[config.mk]
export PLATFORM = sky130hd
export DESIGN_NAME = uart_tx
export DESIGN_NICKNAME = d
export VERILOG_FILES = /design/src/rtl/uart_pkg.sv /design/src/rtl/baud_gen.sv /design/src/rtl/uart_tx.sv
export SDC_FILE = /design/constraint.sdc
export NUM_CORES = 1
export LEC_CHECK = 0
export CAP_MARGIN = 40
export CORE_ASPECT_RATIO = 0.75
export CORE_MARGIN = 2
export CORE_UTILIZATION = 30
export DETAILED_ROUTE_END_ITERATION = 12
export GPL_ROUTABILITY_DRIVEN = 0
export PLACE_DENSITY = 0.5
export SLEW_MARGIN = 5
export SYNTH_ARGS = -nofsm -noshare
export SYNTH_HDL_FRONTEND = slang
export SYNTH_SLANG_ARGS = --single-unit
export TNS_END_PERCENT = 5
[constraint.sdc]
create_clock -name clk -period 1.9 [get_ports clk]
set_clock_uncertainty 0.1 [all_clocks]
set_input_delay 0.38 -clock clk [delete_from_list [all_inputs] [get_ports clk]]
set_output_delay 0.38 -clock clk [all_outputs]
set_load 0.05 [all_outputs]
[src/rtl/uart_pkg.sv]
// Shared UART definitions: shifter state encoding, bit-period helper and frame length.
// Optional even-parity bit is enabled by defining UART_TX_PARITY_EN.
package uart_pkg;

`ifdef UART_TX_PARITY_EN
    typedef enum logic [2:0] {ST_IDLE, ST_START, ST_DATA, ST_PARITY, ST_STOP} state_t;
    localparam int unsigned FRAME_BITS = 11;
`else
    typedef enum logic [2:0] {ST_IDLE, ST_START, ST_DATA, ST_STOP} state_t;
    localparam int unsigned FRAME_BITS = 10;
`endif

    // Clock cycles per line bit (integer division, caller keeps it >= 2).
    function automatic int unsigned clks_per_bit(input int unsigned clk_hz, input int unsigned baud);
        return clk_hz / baud;
    endfunction

endpackage

[src/rtl/baud_gen.sv]
// Bit-period counter: bit_end pulses on the last cycle of every CLKS_PER_BIT-cycle period.
// restart forces the next cycle to be the first cycle of a new period.
module baud_gen #(
    parameter int unsigned CLKS_PER_BIT = 4
) (
    input  logic clk,
    input  logic rst,
    input  logic restart,
    output logic bit_end
);
    localparam int unsigned CNT_W = $clog2(CLKS_PER_BIT);
    localparam logic [CNT_W-1:0] LAST = CNT_W'(CLKS_PER_BIT - 1);

    logic [CNT_W-1:0] cnt;

    always_ff @(posedge clk) begin
        if (rst || restart || bit_end) begin
            cnt <= '0;
        end else begin
            cnt <= cnt + CNT_W'(1);
        end
    end

    assign bit_end = (cnt == LAST);

endmodule

[src/rtl/uart_tx.sv]
// Double-buffered byte-serial UART transmitter (8N1, or 8E1 with UART_TX_PARITY_EN defined)
// that paces its producer with one-cycle tx_ready requests.
module uart_tx #(
    parameter int unsigned CLK_HZ = 12_000_000,
    parameter int unsigned BAUD   = 115200
) (
    input  logic       clk,
    input  logic       rst,
    input  logic       tx_en,
    input  logic [7:0] tx_data,
    output logic       tx_ready,
    output logic       tx,
    output logic       tx_busy
);
    import uart_pkg::*;

    localparam int unsigned CLKS_PER_BIT = clks_per_bit(CLK_HZ, BAUD);

    state_t     state;
    logic [7:0] hold;
    logic [7:0] shift;
    logic [2:0] bit_idx;
    logic       hold_v;
    logic       armed;
    logic       tx_en_d;
    logic       bit_end;
    logic       load_c;
    logic       capture_c;
    logic       restart_c;

    // Hand the held byte to the shifter when idle or exactly as the stop bit ends.
    assign load_c    = hold_v && ((state == ST_IDLE) || ((state == ST_STOP) && bit_end));
    assign capture_c = armed && tx_en && !hold_v;
    assign restart_c = load_c || (state == ST_IDLE);
    assign tx_busy   = hold_v || (state != ST_IDLE);

    baud_gen #(
        .CLKS_PER_BIT(CLKS_PER_BIT)
    ) u_baud_gen (
        .clk    (clk),
        .rst    (rst),
        .restart(restart_c),
        .bit_end(bit_end)
    );

    always_ff @(posedge clk) begin
        if (rst) begin
            state    <= ST_IDLE;
            tx       <= 1'b1;
            tx_ready <= 1'b0;
            hold     <= '0;
            hold_v   <= 1'b0;
            armed    <= 1'b0;
            tx_en_d  <= 1'b0;
            shift    <= '0;
            bit_idx  <= '0;
        end else begin
            tx_en_d  <= tx_en;
            tx_ready <= load_c && tx_en;

            // Arm on burst start or after each request; drop on capture or abandoned burst.
            if ((tx_en && !tx_en_d) || tx_ready) begin
                armed <= 1'b1;
            end else if (armed && !(tx_en && hold_v)) begin
                armed <= 1'b0;
            end

            if (capture_c) begin
                hold   <= tx_data;
                hold_v <= 1'b1;
            end else if (load_c) begin
                hold_v <= 1'b0;
            end

            if (load_c) begin
                shift <= hold;
            end

            case (state)
                ST_IDLE: begin
                    if (load_c) begin
                        state <= ST_START;
                        tx    <= 1'b0;
                    end
                end
                ST_START: begin
                    if (bit_end) begin
                        state   <= ST_DATA;
                        tx      <= shift[0];
                        bit_idx <= '0;
                    end
                end
                ST_DATA: begin
                    if (bit_end) begin
                        if (bit_idx == 3'd7) begin
`ifdef UART_TX_PARITY_EN
                            state <= ST_PARITY;
                            tx    <= ^shift;
`else
                            state <= ST_STOP;
                            tx    <= 1'b1;
`endif
                        end else begin
                            bit_idx <= bit_idx + 3'd1;
                            tx      <= shift[bit_idx + 3'd1];
                        end
                    end
                end
`ifdef UART_TX_PARITY_EN
                ST_PARITY: begin
                    if (bit_end) begin
                        state <= ST_STOP;
                        tx    <= 1'b1;
                    end
                end
`endif
                ST_STOP: begin
                    if (bit_end) begin
                        if (load_c) begin
                            state <= ST_START;
                            tx    <= 1'b0;
                        end else begin
                            state <= ST_IDLE;
                            tx    <= 1'b1;
                        end
                    end
                end
                default: begin
                    state <= ST_IDLE;
                    tx    <= 1'b1;
                end
            endcase
        end
    end

endmodule
==> impl_metrics.tcl <==
set metrics [dict create \
    cp_num_buf_inv 0 \
    area_growth_pct 22.81 \
    ys_types 35 \
    dpl-instance-area_sq_um 1780 \
    die_w_um 87.21 \
    yosysTopAreaCell "dfxtp_1" \
    synth_area_sq_um 1558 \
    clk_pin_slew_ps 70 \
    wl_um 2994 \
    fin_crit_sh 0.9829 \
    crit_path_start_kind "register" \
    yosys_warnings 0 \
    ant_nets 0 \
    grt_setup_unrepaired "yes" \
    synthCells 160 \
    crit_path_top_delay_cell "mux4_1" \
    ir_drop_v 0.0003255 \
    hold_class "reg2reg" \
    fin_crit_ps 1867 \
    io_buffers 13 \
    dp_hpwl_um 2207 \
    grt_pass1_wl_um 5181 \
    synthTopCellsByArea "dfxtp_1 (42%), mux2i_1 (11%), nand2b_1 (7.6%)" \
    num_rows 22 \
    hp-start "bit_idx[2]" \
    required_ps 1980 \
    synth_area_per_cell_sq_um 9.736 \
    vias 1146 \
    grt.total_usage 0.1226 \
    die_area_sq_um 5791 \
    drt_iter0_drc 35 \
    cts_hold_buf 0 \
    p_leak_nw 0.7352 \
    numCtsBuffers 5 \
    die_y_um 66.41 \
    max_freq_ghz 0.5355 \
    powerDensity_nw_per_um2 1044 \
    r2r_cells 5 \
    hold_end "bit_idx[2]" \
    rr_endpoint "tx" \
    clock_latency_ps 290 \
    hold_violations 0 \
    crit_chain "ha_4 -> mux4_1 -> mux2_2 -> o21ai_2 -> a31oi_1" \
    drt-pass1-iter-count 4 \
    drv_cap 0 \
    setup_viol 0 \
    timing.rr.start "bit_idx[0]" \
    cts_resized 1 \
    layout_commonest_cell "dfxtp_1" \
    max-clock-path-buffers 2 \
    slowest_delay_ps 540 \
    nets 196 \
    drive_gt1_frac 0.1453 \
    status "completed" \
    most-common-layout-cells "dfxtp_1 (33), nor2_1 (21), nand2b_1 (18)" \
    cts_root_buf "clkbuf_8" \
    slew_headroom 0.7796 \
    fillers 502 \
    overflow 0 \
    grt_start_max_net_pins 28 \
    core-area_sq_um 4955 \
    cts_sinks 33 \
    synthDominantCellAreaShare 0.4241 \
    pin_count 14 \
    total_power_mw 1.998 \
    avgRoutedWirePerCell_um 12.53 \
    drcViolationCount 0 \
    start_util 0.3144 \
    yosysSeqAreaShare 0.4241 \
    synth_nets 178 \
    ys_ff_latch 33 \
    critPathMaxFanout 3 \
    drv_slew 0 \
    crit_path_end_kind "register" \
    crit_type "reg2reg" \
    diodes 0 \
    antenna_found_initial 0 \
    vias_per_cell 4.795 \
    cp_top_family "multiplexers" \
    r2r_slack_ps 30 \
    whs_path_depth 2 \
    h-tree-depth 2 \
    critPathArrivalTime_ps 1940 \
    grt_pass1_vias 1108 \
    worst_slew_pin_slew_ps 330.7 \
    fin_area_sq_um 1913 \
    post_cts_buffers 0 \
    cts_tree "done" \
]
[metal layers]
metal	GRT usage	routed length, um	part of all wire	vias up
li1	-	-	-	586
met1	0.1601	1583	0.53	538
met2	0.1727	1214	0.41	16
met3	0.03745	118	0.039	6
met4	0.08077	78	0.026	0
met5	0	0	0	-
[how the worst max path moves through the flow]
stage / from / endpoint / slack (ps) / cells after the start
after global routing: state[0] / bit_idx[0] / -40 / 6
after floorplan: bit_idx[0] / tx / 50 / 5
after detailed placement: bit_idx[0] / tx / -10 / 5
final: bit_idx[0] / tx / 30 / 5
after global placement: bit_idx[0] / tx / 30 / 5
after CTS: bit_idx[0] / tx / 30 / 5
[cells by family after synthesis]
| kind of cell | count (synthesis) | share of synthesized area |
|---|---|---|
| XOR/XNOR | 5 | 0.02812 |
| AO/OA/AOI/OAI | 18 | 0.08354 |
| multiplexers | 20 | 0.1502 |
| flip-flops | 33 | 0.4241 |
| AND/OR/NAND/NOR | 66 | 0.2281 |
| buffers and inverters | 11 | 0.02972 |
| adder cells (fa/ha/maj) | 7 | 0.05622 |
[worst register-to-register path, cell delays in order (launching register included)]
cell and delay [ps]:
dfxtp_1 340, ha_4 290, mux4_1 540, mux2_2 290, o21ai_2 110, a31oi_1 80
[state kept, by name, indices dropped and copies added (netlist names)]
name	count
tx_ready	1
tx_en_d	1
bit_idx	3
armed	1
state	2
hold_v	1
u_baud_gen.cnt	7
tx	1
hold	8
shift	8
[cell type report]
class | count | area [sq um] | share of cell area
Inverter | 3 | 11.26 | 0.005886
Clock inverter | 2 | 37.54 | 0.01962
Multi-Input combinational cell | 116 | 865.8 | 0.4526
Clock buffer | 6 | 82.58 | 0.04317
Sequential cell | 33 | 660.6 | 0.3453
Tap cell | 60 | 75.07 | 0.03924
Timing Repair Buffer | 19 | 180.2 | 0.09418
[per-stage QoR]
stage / hold slack [ps] / std cells / utilization / setup slack, ps / TNS [ps]
after global placement: 328.9 / 231 / 0.3593 / 30.26 / 0
after global routing: 394.3 / 239 / 0.3861 / -38.90 / -115.2
final: 363.2 / 239 / 0.3861 / 32.51 / 0
after detailed placement: 355.7 / 231 / 0.3593 / -13.04 / -13.04
after floorplan: 317.5 / 160 / - / 53.16 / 0
after CTS: 366.7 / 239 / 0.3861 / 27.98 / 0
[power breakdown]
group	leakage (nW)	switching [mW]	internal (mW)	total, mW
sequential	0.267	0.0326	0.732	0.764
clock	0.0574	0.277	0.426	0.703
combinational	0.410	0.302	0.229	0.530
[cells in the mapped netlist]
cell type	count
or3b_1	1
and3_1	1
a311oi_1	1
nor3b_2	1
nor3_1	1
nor2_1	21
a221oi_2	1
xor2_1	2
nor2b_1	3
a21oi_1	6
mux2_2	1
nand2_1	8
nand3b_1	1
clkbuf_1	4
ha_1	7
o21ai_2	1
a31oi_1	3
inv_1	3
nand2b_1	19
mux2i_1	17
o22ai_1	1
nand3_1	3
a32o_1	1
or3b_4	1
or3_1	2
nand4_1	2
o21ai_0	2
and2_1	1
o2111ai_2	1
dfxtp_1	33
buf_2	4
mux4_1	2
a211oi_1	1
xnor2_1	3
nor2_4	1
(Power assumes the default switching activity.)
